===== src/rtl/perceptron_loader.sv =====
// Host-side command loader for the perceptron trainer: stores samples and weights,
// sequences training epochs over a valid/ready port, and answers over a byte channel.
module perceptron_loader #(
    parameter int N_SAMPLES = 3,
    parameter int DW        = 8
) (
    input  logic            clk,
    input  logic            rst_n,
    input  logic            cmd_valid,
    input  logic [7:0]      cmd_data,
    output logic            cmd_ready,
    output logic            rsp_valid,
    output logic [7:0]      rsp_data,
    input  logic            rsp_ready,
    output logic            smp_valid,
    input  logic            smp_ready,
    output logic [3:0]      smp_x0,
    output logic [3:0]      smp_x1,
    output logic            smp_y,
    output logic [3:0]      smp_idx,
    output logic [DW-1:0]   w0,
    output logic [DW-1:0]   w1,
    input  logic            w_upd_valid,
    input  logic [2*DW-1:0] w_upd,
    output logic            busy
);

    typedef enum logic [2:0] {IDLE, PAY1, PAY2, RUN_SEND, RUN_WAIT, RSP1, RSP2} state_t;

    localparam logic [4:0] NS   = 5'(N_SAMPLES);
    localparam logic [3:0] LAST = 4'(N_SAMPLES - 1);
    localparam logic [7:0] RSP_OK  = 8'h01;
    localparam logic [7:0] RSP_ERR = 8'hEE;
    localparam logic [7:0] RSP_RUN = 8'hA5;

    state_t     state, state_nx;
    logic [3:0] op, arg;
    logic [7:0] stage, rsp_next;
    logic       rsp_two;
    logic [3:0] smp_cnt;
    logic [4:0] epoch_cnt, epoch_tgt;

    // Storage sized for the largest index the 4-bit argument can name; only
    // entries below N_SAMPLES are ever written.
    logic [3:0] x0_mem [16];
    logic [3:0] x1_mem [16];
    logic       y_mem  [16];

    logic cmd_fire, rsp_fire, smp_fire, arg_ok, cmd_arg_ok, last_smp, last_epoch;

    assign cmd_fire   = cmd_valid && cmd_ready;
    assign rsp_fire   = rsp_valid && rsp_ready;
    assign smp_fire   = smp_valid && smp_ready;
    assign arg_ok     = {1'b0, arg} < NS;
    assign cmd_arg_ok = {1'b0, cmd_data[3:0]} < NS;
    assign last_smp   = smp_cnt == LAST;
    assign last_epoch = (epoch_cnt + 5'd1) == epoch_tgt;

    assign smp_idx = smp_cnt;
    assign smp_x0  = x0_mem[smp_cnt];
    assign smp_x1  = x1_mem[smp_cnt];
    assign smp_y   = y_mem[smp_cnt];

    always_ff @(posedge clk or negedge rst_n) begin
        if (!rst_n) state <= IDLE;
        else        state <= state_nx;
    end

    always_comb begin
        state_nx  = state;
        cmd_ready = 1'b0;
        smp_valid = 1'b0;
        rsp_valid = 1'b0;
        busy      = state != IDLE;
        case (state)
            IDLE: begin
                cmd_ready = 1'b1;
                if (cmd_valid) begin
                    case (cmd_data[7:4])
                        4'h1, 4'h2: state_nx = PAY1;
                        4'h3:       state_nx = RUN_SEND;
                        default:    state_nx = RSP1;
                    endcase
                end
            end
            PAY1: begin
                cmd_ready = 1'b1;
                if (cmd_valid) state_nx = (op == 4'h1) ? PAY2 : RSP1;
            end
            PAY2: begin
                cmd_ready = 1'b1;
                if (cmd_valid) state_nx = RSP1;
            end
            RUN_SEND: begin
                smp_valid = 1'b1;
                if (smp_ready) state_nx = RUN_WAIT;
            end
            RUN_WAIT: begin
                if (w_upd_valid) state_nx = (last_smp && last_epoch) ? RSP1 : RUN_SEND;
            end
            RSP1: begin
                rsp_valid = 1'b1;
                if (rsp_ready) state_nx = rsp_two ? RSP2 : IDLE;
            end
            RSP2: begin
                rsp_valid = 1'b1;
                if (rsp_ready) state_nx = IDLE;
            end
            default: state_nx = IDLE;
        endcase
    end

    // Datapath: the response byte is registered so it stays put under backpressure;
    // a two-byte reply keeps its second byte in rsp_next until the first is taken.
    always_ff @(posedge clk or negedge rst_n) begin
        if (!rst_n) begin
            op        <= '0;
            arg       <= '0;
            stage     <= '0;
            rsp_data  <= '0;
            rsp_next  <= '0;
            rsp_two   <= 1'b0;
            w0        <= '0;
            w1        <= '0;
            smp_cnt   <= '0;
            epoch_cnt <= '0;
            epoch_tgt <= '0;
            for (int i = 0; i < 16; i++) begin
                x0_mem[i] <= '0;
                x1_mem[i] <= '0;
                y_mem[i]  <= 1'b0;
            end
        end else begin
            case (state)
                IDLE: if (cmd_fire) begin
                    op      <= cmd_data[7:4];
                    arg     <= cmd_data[3:0];
                    rsp_two <= 1'b0;
                    case (cmd_data[7:4])
                        4'h1, 4'h2: ;
                        4'h3: begin
                            smp_cnt   <= '0;
                            epoch_cnt <= '0;
                            epoch_tgt <= (cmd_data[3:0] == 4'h0) ? 5'd16 : {1'b0, cmd_data[3:0]};
                        end
                        4'h4: begin
                            rsp_data <= 8'(w0);
                            rsp_next <= 8'(w1);
                            rsp_two  <= 1'b1;
                        end
                        4'h5: begin
                            if (cmd_arg_ok) begin
                                rsp_data <= {x1_mem[cmd_data[3:0]], x0_mem[cmd_data[3:0]]};
                                rsp_next <= {7'b0, y_mem[cmd_data[3:0]]};
                                rsp_two  <= 1'b1;
                            end else begin
                                rsp_data <= RSP_ERR;
                            end
                        end
                        default: rsp_data <= RSP_ERR;
                    endcase
                end
                PAY1: if (cmd_fire) begin
                    if (op == 4'h1) begin
                        stage <= cmd_data;
                    end else if (arg == 4'h0) begin
                        w0       <= DW'(cmd_data);
                        rsp_data <= RSP_OK;
                    end else if (arg == 4'h1) begin
                        w1       <= DW'(cmd_data);
                        rsp_data <= RSP_OK;
                    end else begin
                        rsp_data <= RSP_ERR;
                    end
                end
                PAY2: if (cmd_fire) begin
                    if (arg_ok) begin
                        x0_mem[arg] <= stage[3:0];
                        x1_mem[arg] <= stage[7:4];
                        y_mem[arg]  <= cmd_data[0];
                        rsp_data    <= RSP_OK;
                    end else begin
                        rsp_data <= RSP_ERR;
                    end
                end
                RUN_WAIT: if (w_upd_valid) begin
                    w0 <= w_upd[DW-1:0];
                    w1 <= w_upd[2*DW-1:DW];
                    if (last_smp) begin
                        smp_cnt   <= '0;
                        epoch_cnt <= epoch_cnt + 5'd1;
                        if (last_epoch) rsp_data <= RSP_RUN;
                    end else begin
                        smp_cnt <= smp_cnt + 4'd1;
                    end
                end
                RSP1: if (rsp_fire && rsp_two) rsp_data <= rsp_next;
                default: ;
            endcase
        end
    end

    logic unused_ok;
    assign unused_ok = smp_fire;

endmodule

===== config.mk =====
export PLATFORM = sky130hd
export DESIGN_NAME = perceptron_loader
export DESIGN_NICKNAME = d
export VERILOG_FILES = /design/src/rtl/perceptron_loader.sv
export SDC_FILE = /design/constraint.sdc
export NUM_CORES = 1
export LEC_CHECK = 0
export BUFFER_PORTS_ARGS = -buffer_cell sky130_fd_sc_hd__buf_2
export CORE_UTILIZATION = 32
export DETAILED_ROUTE_END_ITERATION = 7
export PLACE_DENSITY = 0.47
export SYNTH_ARGS = -nofsm -noshare
export SYNTH_HDL_FRONTEND = slang
export SYNTH_SLANG_ARGS = --single-unit
export TNS_END_PERCENT = 30

===== constraint.sdc =====
create_clock -name clk -period 7 [get_ports clk]
set_input_delay 2.1 -clock clk [delete_from_list [all_inputs] [get_ports clk]]
set_output_delay 2.1 -clock clk [all_outputs]
set_load 0.01 [all_outputs]

Yosys cells after proc, flatten, opt, wreduce, memory -nomap -nowiden
Index checks and enable logic that the tools add are counted. W data, S select, Z words.

Register bits: 210. Input port bits: 30.

Add/sub/neg operators: 2. Order comparisons: 6. Eq/ne operators: 35. Muxes and demuxes: 80. Bitwise gates (word level): 3. Reductions and logical operators: 28.

Operators by type and width (number): $mux W8 (22); $bwmux W64 (2); $bmux W4 S4 (4); $mux W4 (13); $pmux W8 S2 (3); $pmux W8 S5 (1); $ne A2 B2 Y1 const B (19); $mux W3 (10); $mux W5 (5); $pmux W8 S3 (1); $pmux W3 S7 (1); $bwmux W16 (1); $demux W4 S4 (1); $ge A5 B5 Y1 const B (3); $not A4 Y5 (3); $eq A4 B1 Y1 const B (3); $eq A4 B2 Y1 const B (3); $pmux W5 S2 (1); $reduce_and A10 Y1 (1); $reduce_and A5 Y1 (2); $eq A3 B3 Y1 const B (3); $mux W1 (9); $reduce_and A3 Y1 (3); $bmux W1 S4 (2); other kinds (25) (38).

Depth between registers and ports, before layout
Word-level depth: 8. Depth in mapped cells: 10. Gate-level depth less buffers: 8.

Least setup slack after synthesis
OpenSTA, ideal clock, no wires.

Path type: register to output. Start: register smp_cnt[0], in the netlist smp_idx[0]. End: output smp_y. Arrival: 2.054 ns. Setup slack: 2.846 ns. Cell stages (with the launch flop): 5. Buffers on the path: 2. Cells stage by stage: dfrtp_1 buf_2 buf_2 mux4_2 mux4_2.

Cells in the longest elaborated chain, start to end: 4.

RTL lines: from (decl) (line 40) `logic [3:0] smp_cnt;`; from (signal assigned) (line 194) `smp_cnt <= smp_cnt + 4'd1;`; $not A4 Y5 (not written as such) (line 62) `assign smp_y = y_mem[smp_cnt];`; $bmux W1 S4 (line 62); $mux W1 (not written as such) (2 in a row) (line 62); to (decl) (line 19) `output logic smp_y,`.

No other way between the ends. The select of a mux whose other input is x is not followed.

Worst setup path after layout
Start: register smp_cnt[0], in the netlist smp_idx[0]. End: output smp_x1[2].

Cells in the longest elaborated chain, start to end: 4.

RTL lines: $not A4 Y5 (not written as such) (line 61) `assign smp_x1 = x1_mem[smp_cnt];`; $bmux W4 S4 (line 61); $mux W4 (not written as such) (2 in a row) (line 61); to (decl) (line 18) `output logic [3:0] smp_x1,`.

No other way between the ends. The select of a mux whose other input is x is not followed.

==> results.toml <==
[floorplanning]
core_um2 = 27900
fp-row-count = 61
start_util_pct = 32.7
die_area_um2 = 29100
die_h_um = 171
io_pins = 71
die_w_um = 171

[drt]
via_per_inst = 4.84
ant_nets = 0
wl_um = 19800
first_iter_violations = 317
vias = 5218
drc = 0
detail_route.wl_per_cell_um = 18.4
firstDrtPassIters = 4

[final_layout]
area_delta_synth_final_pct = 11.4
diodes = 0
fill_cells = 2694
drive_gt1_share_pct = 33.0
layout.nets = 718
stdcell_area_um2 = 10100

[setup_path]
worst_path_dominant_cell_family = "multiplexers"
critPathMaxFanout = 21
cpMaxStageDelayCell = "dfrtp_2"
cp.required_ns = 4.90
critPathKind = "reg -> out"
crit_top_cell = "mux4_2"
crit_chain = "buf_4 > mux4_2 > mux4_2 > buf_2"
start_kind = "flop"
critical_path_buf_inv_count = 2
end_kind = "primary output"
worst_path_largest_cell_delay_ns = 0.78
worstPathArrival_ns = 3.01

[sta]
period_minus_slack_ns = 5.11
fin_hold_ws_ns = 0.370
max_freq_mhz = 196
tightest_slew_ns = 1.20
rsz0062_at_grt = "no"
maxSlewViolCount = 0
setup_viol = 0
final_hold_viol_count = 0
tns_ns = 0
setup_slack_ns = 1.89
fin_crit_sh_pct = 73.1
skew_ns = 0.0127
slew_headroom_pct = 19.2

[placed_design]
place_area_um2 = 9400
place_ws_ns = 2.33
place_hpwl_um = 13600
gp_congestion = 0.817
io_buffers = 70

[clocking]
clockBufferDepth = 3
cts.sinks = 210
cts_root_buf = "clkbuf_16"
clkLatencyLatePin_ns = 0.51
cts_tree = "done"
post_cts_resized = 0
postCtsSetupRepairBufs = 0
cts_hold_buf = 0
cts.clk_slew.worst_paths_ns = 0.05
htreeDepth = 1
cts_buffers = 24

[grt]
grt_usage_pct = 14.3
grt_overflow_total = 0
antenna_found_initial = 0
grt_pass1_wl_um = 32200
grt_pass1_vias = 5591
grt_max_degree = 118

[synthesis]
synth_edf_count = 0
synth_top_area_share_pct = 57.7
synthesis.area_um2 = 9110
ys_ff_latch = 210
synth_ff_type = "dfrtp_1"
syn_nets = 766
syn_inst = 733
yosysTopAreaCell = "dfrtp_1"
synthTopCellsByArea = "dfrtp_1 58%, mux4_2 11%, mux2_2 7.3%"
syn_area_per_cell_um2 = 12.4
yosysWarnings = 0
synth.distinct_cells = 57
async_reset_ff_share_pct = 100
ys_seq_area_share_pct = 57.7

[power]
totalPowerFinal_mw = 3.69
vdd_drop_max_mv = 0.226
leakage_nw = 4.65
power.density_nw_per_um2 = 364

[run]
maxCapViolations = 0

[worst_hold_path]
min_path_type = "reg -> reg"

[outcome]
status = "finished clean"
state kept, by name (all words and copies together) (netlist names):
name,flops
smp_idx,4
arg,4
y_mem,16
rsp_next,8
state,3
epoch_cnt,5
w1,8
rsp_data,8
rsp_two,1
stage,8
x1_mem,64
x0_mem,64
epoch_tgt,5
w0,8
op,4
metrics by stage:
stage,std cells,utilization (%)
after floorplan,733,-
after global placement,1037,33.7
after detailed placement,1037,33.7
after CTS,1079,36.4
after global routing,1079,36.4
final,1079,36.4
worst reg2reg max path: stages (launching register included):
cell and delay (ns):
dfrtp_1 0.80, nor3b_2 0.39, buf_4 0.35, nand2_1 0.26, o41ai_1 0.13, o21ai_1 0.48, a211oi_1 0.39, a21oi_1 0.07
final timing paths:
check | startpoint | endpoint | slack (ns) | cells past startpoint
max | smp_idx[0] | smp_x1[2] | 1.89 | 4
max in group asynchronous | rst_n | rsp_data[4] | 4.05 | 2
min | x1_mem[35] | x1_mem[35] | 0.37 | 0
min in group asynchronous | rst_n | x0_mem[22] | 1.73 | 1
min reg2reg | x1_mem[35] | x1_mem[35] | 0.37 | 0
max reg2reg | state[2] | w0[4] | 3.99 | 7
report_power, final:
part	switching [mW]	total, mW	internal (mW)
clock	0.468	1.16	0.693
sequential	0.226	1.62	1.39
combinational	0.494	0.914	0.420
synth_stat cells (2+ instances only):
cell type / number
dfrtp_1: 210
clkbuf_1: 134
mux2_2: 59
nand2_1: 53
mux4_2: 46
a21oi_1: 34
o21ai_0: 31
nor2_1: 24
nor2b_1: 14
inv_1: 10
nor3_1: 9
o22ai_1: 8
a211oi_1: 7
buf_2: 7
nand3_1: 7
a22oi_1: 5
mux2i_1: 4
o22a_1: 4
xnor2_1: 4
xor2_1: 4
a2111oi_0: 3
buf_1: 3
buf_4: 3
ha_1: 3
nand2b_1: 3
nor3b_1: 3
o21ai_1: 3
o31ai_1: 3
a21oi_2: 2
a22o_1: 2
and2_1: 2
nand2_2: 2
nor4_1: 2
o221ai_1: 2
layer usage:
metal	track usage [%]	up-vias	wire (um)
met3	2.78	39	1050
li1	-	2408	-
met1	20.4	2640	9500
met2	22.0	131	8770
met5	0	-	0
met4	4.15	0	490
final cells by class:
| type | instances | area (um2) | area share [%] |
|---|---|---|---|
| multi-input cells | 363 | 3230 | 31.8 |
| repair buffers | 75 | 397 | 3.91 |
| well taps | 378 | 473 | 4.66 |
| inverters | 11 | 41.3 | 0.407 |
| clock buffers | 36 | 706 | 6.96 |
| clock inverters | 6 | 41.3 | 0.407 |
| flip-flops and latches | 210 | 5260 | 51.8 |
cell families after synthesis:
family,synth area share (%)
buffers and inverters,6.91
xor gates and xnor gates,0.769
DFF,57.7
and+or+nand+nor,7.25
adders and majority gates,0.412
AOI/OAI and AO/OA,7.84
muxes,19.1
cell usage in the layout (no fill, tap or decap), types with 6 or more instances in the layout:
cell type  instances
nor2b_1           14
o21ai_0           31
nand2_1           53
a211oi_1           7
inv_1             10
clkbuf_16         24
nor3_1             9
o22ai_1            8
a21oi_1           34
dfrtp_1          209
nand3_1            7
nor2_1            24
clkbuf_8           7
mux2_2            59
buf_2             69
mux4_2            46
clkbuf_1           6
No activity file was read; power rests on OpenSTA's default activity.
